File: src/rtl/cheby_stream_pkg.sv
// cheby_stream_pkg: shared widths, header field layout and FSM encoding
// for the Chebyshev frame reader.
package cheby_stream_pkg;
   localparam int DATA_W_DEF  = 16;
   localparam int LEN_W_DEF   = 12;
   localparam int TAG_W_DEF   = 4;
   localparam int HDR_LEN_LSB = 0;
   typedef enum logic {S_HDR = 1'b0, S_DATA = 1'b1} state_t;
   function automatic int hdr_tag_lsb(input int data_w, input int tag_w);
      return data_w - tag_w;
   endfunction
endpackage

File: src/rtl/cheby_prefetch_buf.sv
// cheby_prefetch_buf: 3-entry shift buffer in front of a read-latency-1 FIFO,
// tracking the in-flight word so occupancy never exceeds three.
module cheby_prefetch_buf #(
   parameter int DATA_W = 16
) (
   input  logic              clk,
   input  logic              srst,
   input  logic [DATA_W-1:0] fifo_dout,
   input  logic              fifo_empty,
   output logic              fifo_rd_en,
   input  logic              i_pop,
   output logic [DATA_W-1:0] o_head,
   output logic              o_nonempty
);
   logic [DATA_W-1:0] r_mem [3];
   logic [1:0]        r_count;
   logic              r_inflight;
   logic              w_pop;
   logic [1:0]        w_wr_idx;
   logic [DATA_W-1:0] w_shift [3];
   assign o_head     = r_mem[0];
   assign o_nonempty = r_count != 2'd0;
   assign w_pop      = i_pop && o_nonempty;
   assign w_wr_idx   = r_count - {1'b0, w_pop};
   assign w_shift    = '{r_mem[1], r_mem[2], r_mem[2]};
   // Reserve a slot for the word already requested, so a read never overfills.
   assign fifo_rd_en = !srst && !fifo_empty && (({1'b0, r_count} + {2'b0, r_inflight}) <= 3'd2);
   always_ff @(posedge clk) begin
      if (srst) begin
         r_count    <= '0;
         r_inflight <= 1'b0;
         for (int i = 0; i < 3; i++) r_mem[i] <= '0;
      end else begin
         r_inflight <= fifo_rd_en;
         r_count    <= r_count - {1'b0, w_pop} + {1'b0, r_inflight};
         for (int i = 0; i < 3; i++)
            r_mem[i] <= (r_inflight && w_wr_idx == 2'(i)) ? fifo_dout : w_pop ? w_shift[i] : r_mem[i];
      end
   end
endmodule

File: src/rtl/cheby_frame_reader.sv
// cheby_frame_reader: splits a header+payload word stream into tagged frames
// with last-word marking for the Chebyshev compute stage.
module cheby_frame_reader
   import cheby_stream_pkg::*;
#(
   parameter int DATA_W = DATA_W_DEF,
   parameter int LEN_W  = LEN_W_DEF,
   parameter int TAG_W  = TAG_W_DEF
) (
   input  logic              clk,
   input  logic              srst,
   input  logic [DATA_W-1:0] fifo_dout,
   input  logic              fifo_empty,
   output logic              fifo_rd_en,
   output logic [DATA_W-1:0] m_data,
   output logic              m_valid,
   input  logic              m_ready,
   output logic              m_last,
   output logic [TAG_W-1:0]  m_tag,
   output logic              frame_done,
   output logic              busy
);
   state_t            r_state, w_next;
   logic [LEN_W-1:0]  r_remaining, w_len;
   logic [TAG_W-1:0]  r_tag, w_hdr_tag;
   logic [DATA_W-1:0] w_head;
   logic              w_nonempty, w_pop, w_hdr, w_beat, w_last_beat, w_data_st;
   cheby_prefetch_buf #(.DATA_W(DATA_W)) u_buf (
      .clk        (clk),
      .srst       (srst),
      .fifo_dout  (fifo_dout),
      .fifo_empty (fifo_empty),
      .fifo_rd_en (fifo_rd_en),
      .i_pop      (w_pop),
      .o_head     (w_head),
      .o_nonempty (w_nonempty)
   );
   assign w_len     = w_head[HDR_LEN_LSB +: LEN_W];
   assign w_hdr_tag = w_head[hdr_tag_lsb(DATA_W, TAG_W) +: TAG_W];
   always_ff @(posedge clk) begin
      if (srst) begin
         r_state     <= S_HDR;
         r_remaining <= '0;
         r_tag       <= '0;
      end else begin
         r_state <= w_next;
         if (w_hdr) begin
            r_tag       <= w_hdr_tag;
            r_remaining <= w_len;
         end else if (w_beat) begin
            r_remaining <= r_remaining - LEN_W'(1);
         end
      end
   end
   always_comb begin
      w_next = w_hdr ? ((w_len != '0) ? S_DATA : S_HDR) : (w_last_beat ? S_HDR : r_state);
   end
   // Outputs are gated by srst so they read zero during the reset cycle itself.
   always_comb begin
      w_data_st   = !srst && r_state == S_DATA;
      w_hdr       = !srst && r_state == S_HDR && w_nonempty;
      m_valid     = w_data_st && w_nonempty;
      w_beat      = m_valid && m_ready;
      m_last      = m_valid && r_remaining == LEN_W'(1);
      w_last_beat = w_beat && m_last;
      w_pop       = w_hdr || w_beat;
      m_data      = w_data_st ? w_head : '0;
      m_tag       = srst ? '0 : r_tag;
      frame_done  = (w_hdr && w_len == '0) || w_last_beat;
      busy        = w_data_st;
   end
endmodule

File: config.mk
export PLATFORM = sky130hd
export DESIGN_NAME = cheby_frame_reader
export DESIGN_NICKNAME = d
export VERILOG_FILES = /design/src/rtl/cheby_stream_pkg.sv /design/src/rtl/cheby_prefetch_buf.sv /design/src/rtl/cheby_frame_reader.sv
export SDC_FILE = /design/constraint.sdc
export NUM_CORES = 1
export LEC_CHECK = 0
export ABC_AREA = 1
export CORE_MARGIN = 2
export CORE_UTILIZATION = 55
export DETAILED_ROUTE_END_ITERATION = 6
export GPL_TIMING_DRIVEN = 0
export PLACE_DENSITY = 0.78
export REMOVE_ABC_BUFFERS = 1
export SYNTH_ARGS = -nofsm -noshare
export SYNTH_HDL_FRONTEND = slang
export SYNTH_HIERARCHICAL = 1
export SYNTH_SLANG_ARGS = --single-unit
File: constraint.sdc
create_clock -name clk -period 2.9 [get_ports clk]
set_input_delay 0.29 -clock clk [delete_from_list [all_inputs] [get_ports clk]]
set_output_delay 0.29 -clock clk [all_outputs]
set_load 0.005 [all_outputs]
==> impl_results.md, run 1 <==
- Status: complete, no violations
- Count leader, synth: nand2_1
- Gpl congestion: 0.885
- Share of the synthesized area in the top cell type: 35.2%
- Synth area leader: dfxtp_1
- Slowest CP cell: dfxtp_1
- Clk Tree Root Cell: clkbuf_8
- Clock Latency Late Sink: 0.35 ns
- Max Cap Viol: 0
- Pwr per Cell Area: 515 nW/um^2
- Final period utilization: 95.9%
- Pleak: 1.88 nW
- Die X-Extent: 87.9 um
- ANT nets after route: 0
- #FFs+latches synth: 68
- Global route overflow: 0
- Syn Inst Count: 587
- Fmax: 360 MHz
- Worst VDD drop: 0.380 mV
- CTS tree: built
- Worst-path clk slew: 0.08 ns
- Min Clock Period, post-route: 2.78 ns
- Via count: 3995
- CP Data Required Time: 3.17 ns
- Final Instance Area: 4530 um^2
- Min-Delay Path Class: input pin to register
- Max FO, Critical Path: 19
- Synthesized cell area: 3870 um^2
- Core footprint: 6790 um^2
- P&R area growth vs syn: 17.0%
- DRT Pass-1 Iters: 5
- Ports: 45
- Sum of buffers and inverters on the critical path: 4
- CP delay by family, top: simple AND/OR/NAND/NOR gates
- Fillcell total: 618
- Post-synthesis sequential area ratio: 35.2%
- Diodes inserted: 0
- CTS buffer count: 9
- Slew @ Worst Pin: 0.587 ns
- Synth area leaders: dfxtp_1 35%, nand3_1 14%, nand2_1 13%, a21oi_1 8.2%, inv_1 5.7%
- Largest net degree at the start of global routing: 45
- Final WS setup: 0.119 ns
- Vias in the first global route: 3497
- Rel. slew slack: 60.7%
- Final HPWL DP: 5780 um
- EDFF count, synth: 0
- Final Hold Vio Count: 0
- Yosys Warn Count: 6
- Async set-reset flop share out of synthesis: 0%
- Remaining DRCs: 0
- Pre-CTS setup slack: -1.92 ns
- Share of layout cells above drive strength 1: 9.14%
- Clock Path Buffers: 2
- Wirelength per Cell: 14.7 um
- Iter 0 DRT Violations: 403
- Setup CP Type: register to register
- Final WL: 10400 um
- Hold_buf cts: 0
- Vias per cell: 5.63
- Delay of the slowest critical-path stage: 0.37 ns
- Post-synth cell types: 33
- Htree depth: 3
- Final hold slack: 0.350 ns
- Most instantiated cells after synthesis: 138 x nand2_1, 105 x nand3_1, 68 x dfxtp_1, 63 x a21oi_1, 59 x inv_1
- Site row count: 30
- Initial Utilization: 56.9%
- Most used DFF post-synth: dfxtp_1
- CP Launch Type: register
- Gr usage total: 25.9%
- RSZ-0062 raised after global routing: false
- Input/output buffers: 44
- Die outline area: 7720 um^2
- Crit-path cells: inv_4 > nand2_8 > o211ai_4 > clkinv_8 > nand2_8 > inv_1 > ha_1 > nand2_1 > clkinv_4 > nand3_4 > nand3_1 > a21oi_1
- CP endpoint kind: register
- # nets final: 634
- Count of final setup violators: 0
- Initial antenna violation count: 0
- Fin. max-slew vios: 0
- First-pass GRT wire length: 15800 um
- Clk sinks: 68
- Die H: 87.9 um
- Avg Inst Size Synth: 6.59 um^2
- DP Area: 4150 um^2
- Clk_skew: 0.0127 ns
- Cell mode on critical path: nand2_8
- Worst EP arrival: 3.06 ns
cell usage in the layout (no fill, tap or decap), drive strengths merged, types with 2 or more instances in the layout:
master         instances
ha                     6
o21a                   2
clkdlybuf4s50         43
o21ai                 15
a21oi                 63
clkinv                 7
inv                   64
nor4                   3
nor3                   4
dfxtp                 68
nor2                  50
xnor2                  2
clkbuf                11
nand3                111
buf                    9
nand2                147
cells by family after synthesis:
group / synth area share [%]
buffers and inverters: 14.4
AO/OA/AOI/OAI: 11.5
AND/OR/NAND/NOR: 36.2
XOR/XNOR: 0.680
flip-flops: 35.2
adder cells (fa/ha/maj): 1.94
final cells by class:
cell class              count  area [um^2]  area share (%)
multi-input cells         409         2070            45.6
flip-flops and latches     68         1360            30.1
repair buffers             52          508            11.2
inverters                  66          274            6.05
clock buffers              11          131            2.90
well taps                  96          120            2.65
clock inverters             5         52.6            1.16
repair inverters            2         13.8           0.304
report_power, final:
group / internal [W] / switching [W] / total [W]
sequential: 0.000990 / 0.0000449 / 0.00103
combinational: 0.000183 / 0.000362 / 0.000545
clock: 0.000393 / 0.000357 / 0.000751
total: 0.00157 / 0.000764 / 0.00233
state kept, by name, indices dropped and copies added (netlist names):
name / cells
r_remaining: 12
u_buf/r_inflight: 1
u_buf/r_count: 2
u_buf/r_mem: 48
r_tag: 4
r_state: 1
metal layers:
layer	up-vias	track usage (%)	share of wire, %
li1	1936	-	-
met1	1817	32.7	41
met2	219	41.9	48
met4	0	10.1	1.8
met3	23	7.63	9.0
met5	-	0	0
metrics by stage:
step           util, %  power (W)  setup TNS [ns]  std cells
6_report          66.6    0.00233               0        709
5_1_grt           66.6    0.00244               0        709
4_1_cts           65.0    0.00229               0        699
3_5_place_dp      61.0    0.00152          -80.29        679
3_3_place_gp      60.8    0.00151         -192.57        678
2_1_floorplan        -    0.00136          -16.69        538
what timing repair did:
action | CTS | global route
setup endpoints to repair | 51 | 48
pin swaps | 2 | 3
setup buffers | 2 | 5
gates resized for setup | 11 | 5
cloned | 2 | 5
final timing paths:
check	start	endpoint	slack, ns	cells past startpoint
hold reg to reg	u_buf/r_mem[0][41]	u_buf/r_mem[0][41]	0.47	2
hold / removal	srst	u_buf/r_count[0]	0.35	2
setup reg to reg	u_buf/r_count[1]	u_buf/r_mem[0][4]	0.12	12
setup / recovery	u_buf/r_count[1]	u_buf/r_mem[0][4]	0.12	12
Note: power is estimated with default switching activity, not from simulation.
==> inputs of run 2 (changes only) <==
--- a/config.mk
+++ b/config.mk
@@ -12,6 +12,7 @@
 export GPL_TIMING_DRIVEN = 0
 export PLACE_DENSITY = 0.78
 export REMOVE_ABC_BUFFERS = 1
+export SLEW_MARGIN = 20
 export SYNTH_ARGS = -nofsm -noshare
 export SYNTH_HDL_FRONTEND = slang
 export SYNTH_HIERARCHICAL = 1
==> run 2 against run 1 <==
Die area is the same; clock skew shrank 0.0054 ns; cell count grew 0.85%; sequential share of layout area shrank 0.46 points; highest routed layer unchanged.
==> impl_results.md, run 2 (synthesis results as in run 1) <==
- Status: complete, no violations
- Clock Path Buffers: 2 (unchanged)
- Initial Utilization: 56.9% (unchanged)
- Vias in the first global route: 3578 (+2.3%)
- CTS buffer count: 9 (unchanged)
- P&R area growth vs syn: 18.9%
- Die outline area: 7720 um^2 (unchanged)
- Most common cell after layout, fill and taps aside: nand2_1
- Leading cell types in the layout, fill and taps excluded: 135 x nand2_1, 105 x nand3_1, 68 x dfxtp_1
- Worst VDD drop: 0.316 mV (-17%)
- R2R depth: 13 (+1)
- Worst Setup SP: u_buf/r_count[1]
- Biggest register: u_buf/r_mem
- Critical Path Sink: u_buf/r_mem[0][21]
- # nets final: 640 (+0.95%)
- Min-Delay Path Class: input pin to register
- Final period utilization: 95.1% (-0.80 points)
- Final WL: 10500 um (+0.98%)
- Max FO, Critical Path: 19 (unchanged)
- Clock Latency Late Sink: 0.35 ns (about the same)
- Count of final setup violators: 0 (unchanged)
- Delay of the slowest critical-path stage: 0.37 ns (about the same)
- Final WS setup: 0.142 ns (+0.0232 ns)
- Gr usage total: 25.6% (-0.30 points)
- Slowest CP cell: dfxtp_1
- Final HPWL DP: 5680 um (-1.8%)
- Rel. slew slack: 61.2% (+0.44 points)
- Largest net degree at the start of global routing: 64 (+42%)
- Pre-CTS setup slack: -1.90 ns (+0.0208 ns)
- Global route overflow: 0 (unchanged)
- Pwr per Cell Area: 527 nW/um^2 (+2.3%)
- Core footprint: 6790 um^2 (unchanged)
- Site row count: 30 (unchanged)
- Htree depth: 3 (unchanged)
- PnR Total Power: 0.00242 W (+3.9%)
- Hold_buf cts: 0 (unchanged)
- Clk Tree Root Cell: clkbuf_8
- First-pass GRT wire length: 16000 um (+0.92%)
- Clk_skew: 0.00732 ns (-0.00536 ns)
- Gpl congestion: 0.885 (unchanged)
- Ports: 45 (unchanged)
- Remaining DRCs: 0 (unchanged)
- CP Data Required Time: 3.18 ns (about the same)
- Min Clock Period, post-route: 2.76 ns (-0.0232 ns)
- CTS tree: built
- Max Cap Viol: 0 (unchanged)
- Initial antenna violation count: 0 (unchanged)
- Setup CP Type: register to register
- Fmax: 363 MHz (+0.84%)
- Reg2reg setup slack: 0.14 ns (+0.02 ns)
- Final Hold Vio Count: 0 (unchanged)
- Input/output buffers: 44 (unchanged)
- Clk sinks: 68 (unchanged)
- Share of layout cells above drive strength 1: 10.5% (+1.4 points)
- Worst-path clk slew: 0.08 ns (about the same)
- Reg2reg start: u_buf/r_count[1]
- Via count: 3977 (-0.45%)
- Wirelength per Cell: 14.7 um (+0.13%)
- Slew @ Worst Pin: 0.581 ns (-0.00656 ns)
- R2R Path End: u_buf/r_mem[0][21]
- Pleak: 1.92 nW (+1.9%)
- DRT Pass-1 Iters: 7 (+2)
- RSZ-0062 raised after global routing: false
- Max reg flops: 48 (unchanged)
- CP endpoint kind: register
- Die H: 87.9 um (unchanged)
- Fin. max-slew vios: 0 (unchanged)
- Die X-Extent: 87.9 um (unchanged)
- CP Launch Type: register
- Iter 0 DRT Violations: 398 (-1.2%)
- Worst EP arrival: 3.04 ns (-0.02 ns)
- ANT nets after route: 0 (unchanged)
- Vias per cell: 5.56 (-1.3%)
- Crit-path cells: inv_4 > nand2_8 > o211ai_4 > clkinv_8 > nand2_8 > inv_1 > ha_1 > nor2_4 > buf_4 > nand3_4 > nand2_1 > nand2_1 > a21oi_1
- Diodes inserted: 0 (unchanged)
- Largest registers: u_buf/r_mem (48), r_remaining (12), r_tag (4)
## run 2: cell count changes in the layout (fill, tap and decap cells not counted), moves of 2 or more
cell	before	now
clkbuf_8	9	11
clkbuf_1	2	0
buf_4	7	13
clkinv_2	5	3
## run 2: stage by stage
stage / hold slack [ns] / cell area (um^2) / utilization [%] / setup TNS [ns] / std cells
detailed placement: 0.458 / 4130 / 60.8 / -79.91 / 678
CTS: 0.469 / 4440 / 65.3 / 0 / 700
floorplan: 0.359 / 3570 / - / -16.69 / 538
finish: 0.368 / 4600 / 67.7 / 0 / 715
global route: 0.405 / 4600 / 67.7 / 0 / 715
global placement: 0.454 / 4130 / 60.8 / -192.57 / 678
## run 2: worst min-delay path by stage
stage / depth (start not counted) / end / start
global route: 2 / u_buf/r_mem[0][40] / srst
CTS: 2 / u_buf/r_mem[0][32] / u_buf/r_mem[0][32]
global placement: 2 / u_buf/r_mem[0][34] / u_buf/r_mem[0][34]
finish: 2 / u_buf/r_mem[0][31] / srst
detailed placement: 2 / u_buf/r_mem[0][32] / u_buf/r_mem[0][32]
floorplan: 1 / r_remaining[10] / srst
## run 2: final cells by class
cell class / instances / area [um^2]
Clock buffer: 11 / 151
Tap cell: 96 / 120
Multi-Input combinational cell: 410 / 2080
Inverter: 66 / 274
Sequential cell: 68 / 1360
Fill cell: 596 / 2200
Clock inverter: 5 / 58.8
Timing Repair Buffer: 57 / 539
Timing Repair inverter: 2 / 13.8
## run 2: critical path: cells and delay by family, from the launching register on
family                   cells  cell delay (ns)
buffers and inverters        4             0.59
adder cells (fa/ha/maj)      1             0.35
flip-flops                   1             0.37
AO/OA/AOI/OAI                2             0.35
AND/OR/NAND/NOR              6             0.99
## run 2: where the power goes
| part | total [W] | internal (W) | switching, W |
|---|---|---|---|
| Clock | 0.000833 | 0.000446 | 0.000388 |
| Sequential | 0.00103 | 0.000989 | 0.0000451 |
| Combinational | 0.000553 | 0.000189 | 0.000364 |
## run 2: what timing repair did
action                                  CTS  global route
pin swaps                                 2             3
setup buffers                             4             9
endpoints found under the setup margin   51            49
resized for setup                        10             8
cloned                                    2             6
## run 2: routing by layer
metal	global-route usage [%]	wire length [um]	vias up
met4	12.0	222	0
met2	42.4	5010	217
met1	32.9	4360	1787
li1	-	-	1943
met5	0	0	-
met3	3.77	932	30
